$ cat src/rtl/exec_wb_unit_pkg.sv
// rtl/exec_wb_unit_pkg.sv - shared opcodes, FSM states and register decode for exec_wb_unit
// Purpose: opcode constants, FSM state type and the one-hot destination
// decode used by the execute/write-back stage and its multiplier.
package exec_wb_unit_pkg;

  localparam logic [2:0] OP_ADD = 3'b000;
  localparam logic [2:0] OP_SUB = 3'b001;
  localparam logic [2:0] OP_AND = 3'b010;
  localparam logic [2:0] OP_OR  = 3'b011;
  localparam logic [2:0] OP_XOR = 3'b100;
  localparam logic [2:0] OP_MOV = 3'b101;
  localparam logic [2:0] OP_MUL = 3'b110;
  localparam logic [2:0] OP_CMP = 3'b111;

  typedef enum logic [0:0] {
    ST_IDLE = 1'b0,
    ST_MUL  = 1'b1
  } state_t;

  // Register index to write-enable mask for the 4-entry register file.
  function automatic logic [3:0] dst_onehot(input logic [1:0] idx);
    return 4'b0001 << idx;
  endfunction

endpackage

$ cat src/rtl/exec_wb_unit_seq_mul.sv
// rtl/exec_wb_unit_seq_mul.sv - iterative shift-add unsigned multiplier
// Purpose: DWIDTH-cycle shift-add multiply; one partial product per clock.
// Ports:
//   clk, rst_n  clock and synchronous active-low reset
//   start       load a/b and begin iterating (ignored while running)
//   a, b        multiplicand and multiplier
//   done        high during the final iteration (cnt == DWIDTH-1)
//   product     full 2*DWIDTH product, valid while done is high
module seq_mul #(
  parameter int DWIDTH = 16
) (
  input  logic                  clk,
  input  logic                  rst_n,
  input  logic                  start,
  input  logic [DWIDTH-1:0]     a,
  input  logic [DWIDTH-1:0]     b,
  output logic                  done,
  output logic [2*DWIDTH-1:0]   product
);
  import exec_wb_unit_pkg::*;

  localparam int CW = $clog2(DWIDTH);
  localparam logic [CW-1:0] LAST = CW'(DWIDTH - 1);

  logic [2*DWIDTH-1:0] mcand;
  logic [DWIDTH-1:0]   mplier;
  logic [2*DWIDTH-1:0] acc;
  logic [2*DWIDTH-1:0] acc_next;
  logic [CW-1:0]       cnt;
  logic                active;

  assign acc_next = acc + (mplier[0] ? mcand : '0);
  // The product is taken from acc_next so the result lands on the same
  // edge as the last iteration rather than one cycle later.
  assign done     = active && (cnt == LAST);
  assign product  = acc_next;

  always_ff @(posedge clk) begin
    if (!rst_n) begin
      mcand  <= '0;
      mplier <= '0;
      acc    <= '0;
      cnt    <= '0;
      active <= 1'b0;
    end else if (start && !active) begin
      mcand  <= {{DWIDTH{1'b0}}, a};
      mplier <= b;
      acc    <= '0;
      cnt    <= '0;
      active <= 1'b1;
    end else if (active) begin
      acc    <= acc_next;
      mcand  <= mcand << 1;
      mplier <= mplier >> 1;
      cnt    <= cnt + 1'b1;
      if (cnt == LAST) begin
        active <= 1'b0;
      end
    end
  end

endmodule

$ cat src/rtl/exec_wb_unit.sv
// rtl/exec_wb_unit.sv - execute/write-back stage with single-cycle ALU and iterative MUL
// Purpose: captures operands on en_in, computes the ALU result (1 cycle) or
// a shift-add product (DWIDTH cycles), then drives the register-file write
// port, the completion pulse and the Z/C flags.
// Ports:
//   clk, rst_n        clock and synchronous active-low reset
//   en_in, op, dst    operand-valid pulse, opcode and destination index
//   rd_q, rs_q        operand A (destination value) and operand B
//   d_out, reg_en     write-back data and one-hot write enable (pulse)
//   en_out            op-complete pulse
//   busy              high while a MUL iterates; en_in is ignored then
//   flag_z, flag_c    zero and carry/borrow/overflow of the last completed op
module exec_wb_unit #(
  parameter int DWIDTH = 16,
  parameter int NREG   = 4
) (
  input  logic              clk,
  input  logic              rst_n,
  input  logic              en_in,
  input  logic [2:0]        op,
  input  logic [1:0]        dst,
  input  logic [DWIDTH-1:0] rd_q,
  input  logic [DWIDTH-1:0] rs_q,
  output logic [DWIDTH-1:0] d_out,
  output logic [NREG-1:0]   reg_en,
  output logic              en_out,
  output logic              busy,
  output logic              flag_z,
  output logic              flag_c
);
  import exec_wb_unit_pkg::*;

  state_t              state;
  logic [1:0]          dst_q;
  logic                mul_start;
  logic                mul_done;
  logic [2*DWIDTH-1:0] mul_prod;
  logic [DWIDTH:0]     sum_w;
  logic [DWIDTH:0]     diff_w;
  logic [DWIDTH-1:0]   alu_res;
  logic                alu_c;

  assign mul_start = (state == ST_IDLE) && en_in && (op == OP_MUL);

  seq_mul #(.DWIDTH(DWIDTH)) u_seq_mul (
    .clk     (clk),
    .rst_n   (rst_n),
    .start   (mul_start),
    .a       (rd_q),
    .b       (rs_q),
    .done    (mul_done),
    .product (mul_prod)
  );

  // One extra bit on add/sub yields carry-out and borrow directly.
  assign sum_w  = {1'b0, rd_q} + {1'b0, rs_q};
  assign diff_w = {1'b0, rd_q} - {1'b0, rs_q};

  always_comb begin
    alu_res = '0;
    alu_c   = 1'b0;
    case (op)
      OP_ADD: begin
        alu_res = sum_w[DWIDTH-1:0];
        alu_c   = sum_w[DWIDTH];
      end
      OP_SUB, OP_CMP: begin
        alu_res = diff_w[DWIDTH-1:0];
        alu_c   = diff_w[DWIDTH];
      end
      OP_AND:  alu_res = rd_q & rs_q;
      OP_OR:   alu_res = rd_q | rs_q;
      OP_XOR:  alu_res = rd_q ^ rs_q;
      OP_MOV:  alu_res = rs_q;
      default: alu_res = '0;
    endcase
  end

  always_ff @(posedge clk) begin
    if (!rst_n) begin
      state  <= ST_IDLE;
      dst_q  <= '0;
      d_out  <= '0;
      reg_en <= '0;
      en_out <= 1'b0;
      busy   <= 1'b0;
      flag_z <= 1'b0;
      flag_c <= 1'b0;
    end else begin
      reg_en <= '0;
      en_out <= 1'b0;
      case (state)
        ST_IDLE: begin
          if (en_in) begin
            if (op == OP_MUL) begin
              dst_q <= dst;
              busy  <= 1'b1;
              state <= ST_MUL;
            end else begin
              en_out <= 1'b1;
              flag_z <= (alu_res == '0);
              flag_c <= alu_c;
              // CMP only updates flags; d_out keeps its previous value.
              if (op != OP_CMP) begin
                d_out  <= alu_res;
                reg_en <= dst_onehot(dst);
              end
            end
          end
        end
        ST_MUL: begin
          // en_in is deliberately not looked at here, including on the
          // completion edge.
          if (mul_done) begin
            d_out  <= mul_prod[DWIDTH-1:0];
            reg_en <= dst_onehot(dst_q);
            en_out <= 1'b1;
            flag_z <= (mul_prod[DWIDTH-1:0] == '0);
            flag_c <= (mul_prod[2*DWIDTH-1:DWIDTH] != '0);
            busy   <= 1'b0;
            state  <= ST_IDLE;
          end
        end
        default: state <= ST_IDLE;
      endcase
    end
  end

endmodule

$ cat config.mk
export PLATFORM = sky130hd
export DESIGN_NAME = exec_wb_unit
export DESIGN_NICKNAME = d
export VERILOG_FILES = /design/src/rtl/exec_wb_unit_pkg.sv /design/src/rtl/exec_wb_unit_seq_mul.sv /design/src/rtl/exec_wb_unit.sv
export SDC_FILE = /design/constraint.sdc
export NUM_CORES = 1
export LEC_CHECK = 0
export CORE_MARGIN = 5
export CORE_UTILIZATION = 52
export CTS_BUF_LIST = sky130_fd_sc_hd__clkbuf_8
export DETAILED_ROUTE_END_ITERATION = 16
export PLACE_DENSITY = 0.83
export SETUP_SLACK_MARGIN = 0.15
export SLEW_MARGIN = 20
export SYNTH_ARGS = -nofsm -noshare
export SYNTH_HDL_FRONTEND = slang
export SYNTH_SLANG_ARGS = --single-unit
$ cat constraint.sdc
create_clock -name clk -period 3.65 [get_ports clk]
set_input_delay 0.365 -clock clk [delete_from_list [all_inputs] [get_ports clk]]
set_output_delay 0.365 -clock clk [all_outputs]
set_load 0.02 [all_outputs]
-- Word-level counts from Yosys, hierarchy flattened
Index checks and enable logic that the tools add are counted.
- input bits: 40
- bits in registers: 112
- reduce and logical (&&, ||, !) cells: 16
- equal/unequal tests: 14
- muxes and demuxes: 40
- shift operators: 2
- bitwise logic cells: 5
- add/sub/neg operators: 4
- operators with widths (kind ; number):
    16-bit 2-to-1 mux ; 8
    16-bit case mux with 6 select lines ; 1
    32-bit adder ; 1
    16-bit zero test ; 2
    32-bit 2-to-1 mux ; 1
    16-bit case mux with 2 select lines ; 1
    1-bit 2-to-1 mux ; 18
    16-bit by 16-bit adder with 17-bit output ; 1
    16-bit by 16-bit subtractor with 17-bit output ; 1
    16-bit AND ; 1
    4-bit 2-to-1 mux ; 4
    16-bit bitwise OR ; 1
    16-bit nonzero test ; 1
    16-bit bitwise XOR ; 1
    3-bit == test, second input constant ; 4
    1-bit case mux with 2 select lines ; 6
    3-bit AND reduction ; 3
    4-bit case mux with 2 select lines ; 1
    1-bit by 2-bit left shift with 4-bit output, first input constant ; 2
    3-bit by 2-bit == test with 1-bit output, second input constant ; 2
    2-bit by 1-bit != test with 1-bit output, second input constant ; 3
    4-bit by 1-bit adder with 4-bit output, second input constant ; 1
    4-bit == test, second input constant ; 1
    1-bit logical AND ; 4
    9 further kinds ; 12

-- Logic depth before layout (Yosys ltp)
Gate-level depths: netlist of run 1.
- word-level depth: 7
- mapped depth: 14
- depth with buffers taken out: 14

-- Hierarchy
A second synthesis of run 1 with hierarchy kept.
- cell total of the unflattened synthesis: 1159
- area, all modules: 9295.2 um^2
- modules (own cells, without submodules) (module ; instances ; sequential area each (um^2) ; area an instance (um^2) ; cells each):
    seq_mul ; 1 ; 1701.6 ; 5201.2 ; 591
    exec_wb_unit ; 1 ; 540.5 ; 4093.9 ; 568

-- Worst setup path before layout of run 1
No wires, ideal clock.
- path type: reg-to-reg
- from: reg u_seq_mul.mplier[0]
- to: reg flag_c
- cell stages (with the launch flop): 15
- setup slack: -0.104 ns
- clock period less this slack: 3.754 ns
- setup time: 0.134 ns
- arrival time: 3.620 ns
- cells stage by stage: dfxtp_1 -> clkbuf_1 -> and2_1 -> ha_1 -> fa_1 -> a211oi_2 -> nor4_1 -> o311ai_1 -> o211ai_1 -> xor2_1 -> a311o_1 -> or4_1 -> or4_1 -> nor4_2 -> nor4_1
- word-level cells in the longest chain between the ends: 5
- ends and longest elaborated chain (item ; RTL line ; source):
    start: declaration ; exec_wb_unit_seq_mul.sv:26 ; logic [DWIDTH-1:0] mplier;
    start signal: assignment ; exec_wb_unit_seq_mul.sv:54 ; mplier <= mplier >> 1;
    32-bit 2-to-1 mux ; exec_wb_unit_seq_mul.sv:32 ; assign acc_next = acc + (mplier[0] ? mcand : '0);
    32-bit adder ; exec_wb_unit_seq_mul.sv:32 ;
    16-bit nonzero test ; exec_wb_unit.sv:119 ; flag_c <= (mul_prod[2*DWIDTH-1:DWIDTH] != '0);
    1-bit 2-to-1 mux ; exec_wb_unit.sv:114 ; if (mul_done) begin
    1-bit case mux with 2 select lines ; exec_wb_unit.sv:92 ; case (state)
    end signal: assignment ; exec_wb_unit.sv:102 ; flag_c <= alu_c;
    end signal: assignment ; exec_wb_unit.sv:119 ;
    end: declaration ; exec_wb_unit.sv:29 ; output logic flag_c
Every way passes these cells. The select of a mux whose other input is x is not followed.
A chain may end at the register's enable or synchronous reset.

-- Worst setup path after layout of run 1
Ends and elaborated chain as after synthesis.

==> run summary, run 1 <==
run status: finished, violations left
failing checks: setup timing
Hold Slack: 0.462 ns
placed cells: 1485
Die Y: 141 um
largest family of logic cells by synthesized area: compound AO/OA/AOI/OAI gates
drc violations: 0
Seq/Total Area, Yosys: 25.1%
DRT iter0 DRCs: 826
critical path type: flip-flop to flip-flop
Root Buffer: clkbuf_8
# fillers: 1461
clock network latency to the later pin of the worst-skew pair: 0.40 ns
Pleak: 4.71 nW
Die X: 141 um
Rel. slew slack: 36.7%
Post-Synth Simple-Gate Area: 21.7%
CP max stage cell: or4_4
Post-CTS Hold Fix Bufs: 0
slew at the pin closest to its max-slew limit: 0.949 ns
Rows: 48
Port Buffers: 63
multiplexer area fraction after synthesis: 4.81%
DRT Pass-1 Iters: 6
die area: 19900 um^2
initial core utilization: 52.4%
fmax: 262 MHz
Max VDD drop: 0.172 mV
maxcap violations: 0
antenna viol nets, final: 0
Async SR Flop Fraction: 0%
Clock Skew: 0.0243 ns
Worst path top cell family by delay: simple AND/OR/NAND/NOR gates
fin crit share: 105%
total global-route track usage: 26.7%
synthesized area: 8940 um^2
Most Frequent Cell on Critical Path: buf_4
core area: 17100 um^2
Yosys warning count: 0
Avg Vias per Cell: 6.14
synth unique cells: 72
Critical Path, Cell by Cell: buf_6, and2_4, fa_2, a211oi_4, nor4_2, o311ai_1, buf_4, o211ai_1, buf_4, buf_4, o21ai_1, nand2_1, xor2_1, or4_4, nor4_4, nor4_2
Hold Fails Final Rpt: 0
CTS tree: done
Finished Layout Cells: 1506
initial antenna violation count: 0
GPL Wtd Cong: 1.02
wirelength, routed: 27000 um
DR vias: 9245
share of cells above drive strength 1: 13.0%
Hold/Removal Path Class: flip-flop to flip-flop
Slew Limit Fails: 0
CTS buffer count: 9
htree depth: 3
first-pass GRT wire length: 43700 um
Clock Path Buffers: 2
Data arrival, critical path: 4.07 ns
post-synthesis sequential element count: 112
worst-path maximum fanout: 13
main flop type after synthesis: dfxtp_1
vias in the first global route: 8728
IO Pins: 64
RSZ-0062 raised after global routing: true
drt wl/cell: 17.9 um
Buf+Inv Stages, Crit Path: 4
Synth Area in Adders: 12.3%
hpwl dp: 20800 um
final worst path period need: 3.81 ns
Layout area overhead: 20.2%
clk sink count: 112
pwr dens: 276 nW/um^2
Critical Path RT: 3.90 ns
total power: 2.96 mW
final worst slack: -0.165 ns
Core Util, Final: 63.0%
Layout Nets: 1402
xor and xnor area share after synthesis: 3.62%
cells after synthesis: 1174
post-synth net total: 1300
largest net degree at the start of global routing: 58
EDFF count, synth: 0
Reg clk slew, reported paths: 0.12 ns
grt total ovfl: 0
CP Launch Type: flip-flop
final setup TNS: -0.165 ns
CP Capture Type: flip-flop
final setup fails: 1
Max stage delay on crit path: 0.50 ns
antenna cells: 0
synthesized area per cell: 7.61 um^2
Synth Area in Compound Gates: 26.7%
[repair_timing]
action,in CTS,in global routing
cloned,0,0
endpoints found under the setup margin,1,4
gates resized for setup,4,31
buffers inserted,0,5
pin swaps,0,12
[worst register-to-register path: stages (launching register included)]
cell	delay [ns]
dfxtp_2	0.35
buf_6	0.14
and2_4	0.17
fa_2	0.40
a211oi_4	0.31
nor4_2	0.06
o311ai_1	0.28
buf_4	0.17
o211ai_1	0.14
buf_4	0.18
buf_4	0.12
o21ai_1	0.20
nand2_1	0.12
xor2_1	0.18
or4_4	0.50
nor4_4	0.29
nor4_2	0.06
[cell usage after synthesis, drive strengths merged, types with 7 or more instances]
cell	n	area, um^2
a21o	14	105
buf	8	38.8
o211ai	36	270
a211oi	20	155
dfxtp	112	2240
clkbuf	68	256
a221oi	12	105
nor4	10	68.8
a221o	7	70.1
nand2	124	465
a21oi	106	534
xnor2	18	158
inv	58	218
ha	83	1040
xor2	19	166
o22ai	7	43.8
o21ai	42	210
nor2	132	495
and2	39	250
nor3	32	160
nand4	9	56.3
o21a	12	90.1
o21bai	7	52.6
nand2b	10	62.6
and3	9	56.3
nand3	22	115
o211a	26	260
o31ai	8	60.1
mux2i	43	430
[worst paths after layout]
check                      start        to  slack [ns]  cells after the start
min                     d_out[0]  d_out[0]        0.46                      2
min reg2reg             d_out[0]  d_out[0]        0.46                      2
max          u_seq_mul.mplier[0]    flag_c       -0.16                     16
max reg2reg  u_seq_mul.mplier[0]    flag_c       -0.16                     16
[placed cells by master, fill, tap and decap left out, types with 6 or more instances in the layout]
cell type	n
nor2b_1	6
dfxtp_1	110
o21ai_0	35
o21a_1	12
o21bai_1	7
nand2_1	123
inv_1	57
a221o_1	7
a21oi_1	104
a22o_1	6
clkbuf_8	9
xnor2_1	18
and3_1	9
nor4_1	7
a211oi_1	19
xor2_1	19
o211ai_1	36
nand4_1	9
ha_1	76
o22ai_1	7
o31ai_1	8
nor2_1	131
nand2b_1	10
a21o_1	14
and2_1	34
nand3_1	21
a221oi_1	11
buf_4	102
mux2i_1	43
clkdlybuf4s50_1	63
nor3_1	30
o211a_1	26
[registers in the layout, indices dropped and copies added (netlist names)]
signal	flops
flag_c	1
dst_q	2
flag_z	1
en_out	1
u_seq_mul.cnt	4
u_seq_mul.acc	32
d_out	16
busy	1
reg_en	4
u_seq_mul.mcand	32
state	1
u_seq_mul.mplier	16
u_seq_mul.active	1
[cell type report]
class	count	area, um^2	share of cell area, %
clock buffer	9	124	1.15
tap	225	282	2.62
multi-input combinational	928	6360	59.2
sequential	112	2240	20.9
inverter	58	218	2.03
timing repair buffer	167	1430	13.3
clock inverter	7	95.1	0.885
[metal layers]
layer	routed length [um]	global-route usage, %
met5	0	0
met3	2120	4.21
met1	11700	36.0
met2	12400	43.3
met4	830	9.08
[power breakdown]
part           internal (mW)  switching [mW]
clock network          0.340           0.491
registers               1.26          0.0287
logic                  0.360           0.478
total                   1.96           0.998
[logic make-up (layout without fill, tap and decap cells)]
kind of cell,after synthesis,in the layout
compound gates,346,346
fa+ha+maj,86,86
simple gates,416,416
mux,43,43
xor+xnor,37,37
flops,112,112
buf+inv,134,241
[stage by stage]
| step | worst slack, ns | cell area, um^2 |
|---|---|---|
| floorplan | 0.0446 | 8950 |
| global placement | -0.0632 | 10300 |
| detailed placement | -0.121 | 10300 |
| CTS | -0.110 | 10600 |
| global route | -0.371 | 10700 |
| finish | -0.165 | 10700 |
No activity file was read; power rests on OpenSTA's default activity.
==> inputs of run 2 (changes only) <==
- ABC_CLOCK_PERIOD_IN_PS: not set -> 4870
- CORE_MARGIN: 5 -> 3
- PLACE_DENSITY: 0.83 -> 0.8
- clock period: 3.65 -> 4.87 ns (I/O delays scaled with it)
==> run 2 against run 1 <==
The run now ends clean; first-iteration DRC count is 12% lower; largest cell class unchanged; critical endpoint unchanged; final area is 8.1% lower; fmax is 11% lower; highest routed layer unchanged; sequential power is 25% lower; sequential cell count stayed put; clock skew is 0.0090 ns lower; core utilization is 3.9 points lower.
==> run summary, run 2 (synthesis results as in run 1) <==
run status: complete, no violations (was finished, violations left)
fin crit share: 87.9% (was 105%)
final setup fails: 0 (was 1)
Worst path depth: 13 (was 16)
DR vias: 8731 (was 9245)
drc violations: 0 (unchanged)
critical path type: flip-flop to flip-flop (unchanged)
CP Launch Type: flip-flop (unchanged)
clk sink count: 112 (unchanged)
r2r endpoint: flag_c (unchanged)
share of cells above drive strength 1: 4.61% (was 13.0%)
clock network latency to the later pin of the worst-skew pair: 0.40 ns (about the same)
maxcap violations: 0 (unchanged)
Critical Path RT: 5.13 ns (was 3.90 ns)
DRT iter0 DRCs: 727 (was 826)
reg2reg start: u_seq_mul.mplier[0] (unchanged)
Die X: 137 um (was 141 um)
initial antenna violation count: 0 (unchanged)
Data arrival, critical path: 4.54 ns (was 4.07 ns)
pwr dens: 209 nW/um^2 (was 276 nW/um^2)
fmax: 234 MHz (was 262 MHz)
Buf+Inv Stages, Crit Path: 0 (was 4)
Critical Path, Cell by Cell: and2_1, ha_1, fa_1, a211oi_2, nor4_1, o311ai_1, o211ai_1, xor2_1, a311o_1, or4_1, or4_1, nor4_2, nor4_1 (was buf_6, and2_4, fa_2, a211oi_4, nor4_2, o311ai_1, buf_4, o211ai_1, buf_4, buf_4, o21ai_1, nand2_1, xor2_1, or4_4, nor4_4, nor4_2)
Core Util, Final: 59.1% (was 63.0%)
antenna viol nets, final: 0 (unchanged)
GPL Wtd Cong: 0.972 (was 1.02)
Clock Path Buffers: 2 (unchanged)
Port Buffers: 63 (unchanged)
Hold Path Depth: 2 (unchanged)
hold endpoint: d_out[2] (was d_out[0])
Hold/Removal Path Class: flip-flop to flip-flop (unchanged)
Finished Layout Cells: 1413 (was 1506)
wirelength, routed: 25900 um (was 27000 um)
Post-CTS Hold Fix Bufs: 0 (unchanged)
final worst slack: 0.591 ns (was -0.165 ns)
Hold Crit Start: d_out[2] (was d_out[0])
die area: 18800 um^2 (was 19900 um^2)
vias in the first global route: 7926 (was 8728)
Register-to-Register Path Depth: 13 (was 16)
Die Y: 137 um (was 141 um)
total global-route track usage: 27.8% (was 26.7%)
CTS buffer count: 9 (unchanged)
final worst path period need: 4.28 ns (was 3.81 ns)
CTS tree: done (unchanged)
worst reg-to-reg setup slack: 0.59 ns (was -0.16 ns)
Reg clk slew, reported paths: 0.11 ns (was 0.12 ns)
Clock Skew: 0.0154 ns (was 0.0243 ns)
hpwl dp: 20000 um (was 20800 um)
Root Buffer: clkbuf_8 (unchanged)
Avg Vias per Cell: 6.18 (was 6.14)
final setup TNS: 0 ns (was -0.165 ns)
drt wl/cell: 18.3 um (was 17.9 um)
Max VDD drop: 0.140 mV (was 0.172 mV)
CP Capture Type: flip-flop (unchanged)
Layout Nets: 1314 (was 1402)
Pleak: 4.24 nW (was 4.71 nW)
most common cell after layout, fill and taps aside: nor2_1 (unchanged)
most frequent cells in the layout: 131 x nor2_1, 123 x nand2_1, 111 x dfxtp_1 (was 131 x nor2_1, 123 x nand2_1, 110 x dfxtp_1)
Layout area overhead: 10.5% (was 20.2%)
post-placement setup slack: 0.600 ns (was -0.121 ns)
grt total ovfl: 0 (unchanged)
Worst path top cell family by delay: simple AND/OR/NAND/NOR gates (unchanged)
htree depth: 3 (unchanged)
Max stage delay on crit path: 0.50 ns (about the same)
antenna cells: 0 (unchanged)
CP max stage cell: dfxtp_1 (was or4_4)
Slew Limit Fails: 0 (unchanged)
worst-path maximum fanout: 19 (was 13)
Hold Fails Final Rpt: 0 (unchanged)
DRT Pass-1 Iters: 5 (was 6)
slew at the pin closest to its max-slew limit: 0.902 ns (was 0.949 ns)
Rel. slew slack: 39.8% (was 36.7%)
initial core utilization: 53.5% (was 52.4%)
core area: 16700 um^2 (was 17100 um^2)
Post-CTS Setup Bufs: 0 (unchanged)
Rows: 47 (was 48)
RSZ-0062 raised after global routing: false (was true)
Top Registers: u_seq_mul.acc (32), u_seq_mul.mcand (32) (unchanged)
IO Pins: 64 (unchanged)
first-pass GRT wire length: 41500 um (was 43700 um)
placed cells: 1397 (was 1485)
largest net degree at the start of global routing: 63 (was 58)
cts repair resizes: 0 (was 4)
-- run 2: cell count changes in the layout (fill, tap and decap cells not counted), moves of 3 or more --
cell,delta
a2111oi_0,+3
ha_1,+7
ha_4,-3
buf_4,-86
o21ai_0,+3
ha_2,-4
-- run 2: per-stage QoR --
| step | hold WS, ns | cell area (um^2) | power [mW] |
|---|---|---|---|
| floorplan | 0.435 | 8940 | 1.34 |
| finish | 0.458 | 9880 | 2.07 |
| CTS | 0.461 | 9870 | 2.07 |
| global route | 0.474 | 9880 | 2.16 |
| global placement | 0.439 | 9690 | 1.53 |
| detailed placement | 0.447 | 9690 | 1.53 |
-- run 2: worst max-delay path by stage --
stage                              startpoint     end  slack (ns)
after floorplan           u_seq_mul.mplier[0]  flag_c        1.12
after global placement                rs_q[0]  flag_z        0.72
final                     u_seq_mul.mplier[0]  flag_c        0.59
after detailed placement  u_seq_mul.mplier[0]  flag_c        0.60
after global routing      u_seq_mul.mplier[0]  flag_c        0.27
after CTS                 u_seq_mul.mplier[0]  flag_c        0.58
-- run 2: final cells by class --
type                       count  area [um^2]
clock buffer                   9          124
clock inverter                 7         63.8
fill                        1580         6830
inverter                      58          218
multi-input combinational    928         6200
sequential                   112         2240
tap                          220          275
timing repair buffer          79          751
-- run 2: worst min-delay path, cell delays in order (launching register included) --
cell and delay [ns]:
dfxtp_1 0.33, nand2_1 0.05, a21oi_1 0.05
-- run 2: power breakdown --
part	internal [mW]	switching (mW)	total, mW
sequential	0.947	0.0242	0.972
clock	0.196	0.347	0.542
combinational	0.216	0.337	0.553
-- run 2: layer usage --
| metal | up-vias | GRT usage [%] | wire [um] | share of wire, % |
|---|---|---|---|---|
| li1 | 4270 | - | - | - |
| met1 | 4093 | 38.6 | 11800 | 46 |
| met2 | 313 | 42.4 | 11200 | 43 |
| met3 | 55 | 6.14 | 2020 | 7.8 |
| met4 | 0 | 10.0 | 827 | 3.2 |
| met5 | - | 0 | 0 | 0 |
==> inputs of run 3 (changes only) <==
- CORE_MARGIN: 3 -> not set
- SYNTH_HIERARCHICAL: not set -> 1
==> run 3 against run 2 <==
Clock skew increased by 0.0023 ns; final area grew 3.7%; clock-buffer cell count is the same; largest power group unchanged; sequential share of layout area shrank 0.81 points; non-clock buffer count decreased by 3; die area is 2.1% lower; clock power grew 20%; via count grew 0.27%; combinational power is 0.9% higher; final cell count down 0.85%.
==> run summary, run 3 <==
antenna cells: 0 (unchanged)
Top Registers: u_seq_mul/acc (32), u_seq_mul/mcand (32) (was u_seq_mul.acc (32), u_seq_mul.mcand (32))
critical path type: flip-flop to flip-flop (unchanged)
CTS tree: done (unchanged)
fin crit share: 79.1% (was 87.9%)
main flop type after synthesis: dfxtp_1 (unchanged)
initial core utilization: 53.6% (was 53.5%)
total global-route track usage: 29.1% (was 27.8%)
leading area contributor after synthesis: dfxtp_1 (unchanged)
area occupied by multi-input gates: 6520 um^2 (was 6200 um^2)
synth unique cells: 85 (was 72)
DRT Pass-1 Iters: 6 (was 5)
first-pass GRT wire length: 41800 um (was 41500 um)
share of cells above drive strength 1: 5.10% (was 4.61%)
synthesized area per cell: 8.02 um^2 (was 7.61 um^2)
Root Buffer: clkbuf_8 (unchanged)
synthesized area: 9300 um^2 (was 8940 um^2)
Hold Fails Final Rpt: 0 (unchanged)
largest net degree at the start of global routing: 69 (was 63)
CTS buffer count: 9 (unchanged)
reg2reg start: u_seq_mul/mplier[0] (was u_seq_mul.mplier[0])
Critical Path RT: 5.17 ns (was 5.13 ns)
core area: 17400 um^2 (was 16700 um^2)
initial antenna violation count: 2 (was 0)
most frequent cell after synthesis: dfxtp_1 (was nor2_1)
Layout Nets: 1297 (was 1314)
hpwl dp: 19800 um (was 20000 um)
CP Launch Type: flip-flop (unchanged)
Hold/Removal Path Class: flip-flop to flip-flop (unchanged)
EDFF count, synth: 0 (unchanged)
Yosys warning count: 6 (was 0)
post-synth net total: 1285 (was 1300)
r2r endpoint: flag_c (unchanged)
Register-to-Register Path Depth: 15 (was 13)
register area: 2240 um^2 (unchanged)
Rel. slew slack: 39.2% (was 39.8%)
drc violations: 0 (unchanged)
Post-CTS Setup Bufs: 0 (unchanged)
final worst path period need: 3.85 ns (was 4.28 ns)
met3 Use GR: 3.55% (was 6.14%)
Reg clk slew, reported paths: 0.13 ns (was 0.11 ns)
GPL Wtd Cong: 0.947 (was 0.972)
hold endpoint: d_out[4] (was d_out[2])
Post-CTS Hold Fix Bufs: 0 (unchanged)
most frequent cells in the layout: 111 x dfxtp_1, 97 x nand2_1, 92 x nor2_1 (was 131 x nor2_1, 123 x nand2_1, 111 x dfxtp_1)
synth top area cells: dfxtp_1 24%, ha_1 11%, mux2i_1 8.3% (was dfxtp_1 25%, ha_1 12%, a21oi_1 5.9%)
clk sink count: 112 (unchanged)
Async SR Flop Fraction: 0% (unchanged)
GRT busiest layer: met2 (unchanged)
cells after synthesis: 1159 (was 1174)
post-synthesis sequential element count: 112 (unchanged)
Clock Skew: 0.0176 ns (was 0.0154 ns)
Die Y: 136 um (was 137 um)
RSZ-0062 raised after global routing: false (unchanged)
grt total ovfl: 0 (unchanged)
Hold Crit Start: d_out[4] (was d_out[2])
pwr dens: 212 nW/um^2 (was 209 nW/um^2)
worst reg-to-reg setup slack: 1.02 ns (was 0.59 ns)
most common cell after layout, fill and taps aside: dfxtp_1 (was nor2_1)
Slew Limit Fails: 0 (unchanged)
clock network latency to the later pin of the worst-skew pair: 0.40 ns (about the same)
GR Util met1: 40.7% (was 38.6%)
# fillers: 1555 (was 1580)
Max stage delay on crit path: 0.44 ns (was 0.50 ns)
Data arrival, critical path: 4.15 ns (was 4.54 ns)
Port Buffers: 63 (unchanged)
Synth top area share: 24.1% (was 25.1%)
fmax: 259 MHz (was 234 MHz)
Hold Path Depth: 2 (unchanged)
Rows: 48 (was 47)
Synth top cells by count: 112 x dfxtp_1, 97 x nand2_1, 93 x nor2_1, 83 x ha_1, 77 x mux2i_1 (was 132 x nor2_1, 124 x nand2_1, 112 x dfxtp_1, 105 x a21oi_1, 83 x ha_1)
vias in the first global route: 7812 (was 7926)
antenna viol nets, final: 0 (unchanged)
htree depth: 3 (unchanged)
DRT iter0 DRCs: 870 (was 727)
Layout area overhead: 10.2% (was 10.5%)
CP Capture Type: flip-flop (unchanged)
Seq/Total Area, Yosys: 24.1% (was 25.1%)
Critical Path, Cell by Cell: buf_4, and2_1, ha_1, a21o_1, a221o_1, a41o_1, a21oi_1, o21ai_1, nand2b_1, nand2_1, xor2_1, nor4_1, nand4_1, o221ai_1, nor2_1 (was and2_1, ha_1, fa_1, a211oi_2, nor4_1, o311ai_1, o211ai_1, xor2_1, a311o_1, or4_1, or4_1, nor4_2, nor4_1)
Max VDD drop: 0.149 mV (was 0.140 mV)
IO Pins: 64 (unchanged)
met2 Use GR: 45.3% (was 42.4%)
slew at the pin closest to its max-slew limit: 0.912 ns (was 0.902 ns)
Pleak: 4.59 nW (was 4.24 nW)
die area: 18400 um^2 (was 18800 um^2)
worst-path maximum fanout: 28 (was 19)
Hold Slack: 0.470 ns (was 0.458 ns)
Avg Vias per Cell: 6.25 (was 6.18)
Clock Path Buffers: 2 (unchanged)
maxcap violations: 0 (unchanged)
final setup TNS: 0 ns (unchanged)
final setup fails: 0 (unchanged)
CP max stage cell: dfxtp_1 (unchanged)
cts repair resizes: 0 (unchanged)
run status: complete, no violations (unchanged)
wirelength, routed: 26800 um (was 25900 um)
drt wl/cell: 19.2 um (was 18.3 um)
Die X: 136 um (was 137 um)
DR vias: 8755 (was 8731)
## run 3: changes by cell type after synthesis, moves of 10 or more
cell and change:
and2_1 +18, o21ai_0 +19, nor2_1 -39, clkbuf_1 -16, a21oi_1 -37, nor3_1 -16, o211ai_1 -27, mux2i_1 +34
a21o_1 +11, a21boi_0 +10, nand2_1 -27
## run 3: routing by layer
layer / vias to the layer above / routed length [um]
met5: - / 15
met4: 2 / 812
met3: 66 / 1910
met2: 407 / 11800
met1: 4077 / 12300
li1: 4203 / -
## run 3: cell families (layout without fill, tap and decap cells)
family / count (synthesis) / in the layout / synth area share [%]
compound gates: 339 / 339 / 26.2
mux: 82 / 82 / 8.98
simple gates: 363 / 363 / 19.4
buf+inv: 138 / 155 / 5.81
xor+xnor: 39 / 39 / 3.67
flops: 112 / 112 / 24.1
fa+ha+maj: 86 / 86 / 11.8
## run 3: area by class of cell
class	count	area share (%)
clock buffer	9	1.21
clock inverter	7	1.05
inverter	63	2.31
multi-input combinational	909	63.7
sequential	112	21.9
tap	225	2.75
timing repair buffer	76	7.06
## run 3: worst max path at each step
stage                        startpoint  endpoint  slack (ns)  cells after the start
finish              u_seq_mul/mplier[0]    flag_c        1.02                     15
detailed placement              rs_q[0]    flag_z        0.65                     11
floorplan           u_seq_mul/mplier[0]    flag_c        1.42                     16
global route        u_seq_mul/mplier[0]    flag_c        0.86                     15
global placement                rs_q[0]    flag_z        0.67                     11
CTS                             rs_q[0]    flag_z        1.07                     11
## run 3: metrics by stage
stage / total power, mW / util [%] / setup slack (ns) / instance area [um^2] / std cells
after floorplan: 1.34 / - / 1.42 / 9300 / 1159
after global placement: 1.53 / 57.7 / 0.675 / 10000 / 1385
after detailed placement: 1.53 / 57.7 / 0.651 / 10000 / 1385
after CTS: 2.17 / 59.0 / 1.07 / 10200 / 1401
after global routing: 2.25 / 59.0 / 0.865 / 10200 / 1401
final: 2.17 / 59.0 / 1.02 / 10200 / 1401
## run 3: worst max-delay path: cells and delay by family (launching register included)
| family | cells | cell delay [ns] |
|---|---|---|
| XOR/XNOR | 1 | 0.16 |
| adder cells (fa/ha/maj) | 1 | 0.29 |
| AO/OA/AOI/OAI | 6 | 1.52 |
| flip-flops | 1 | 0.44 |
| AND/OR/NAND/NOR | 6 | 1.02 |
| buffers and inverters | 1 | 0.31 |
## run 3: power breakdown
group / internal [mW] / switching (mW) / total (mW)
registers: 0.942 / 0.0198 / 0.962
clock network: 0.258 / 0.390 / 0.648
logic: 0.218 / 0.340 / 0.558
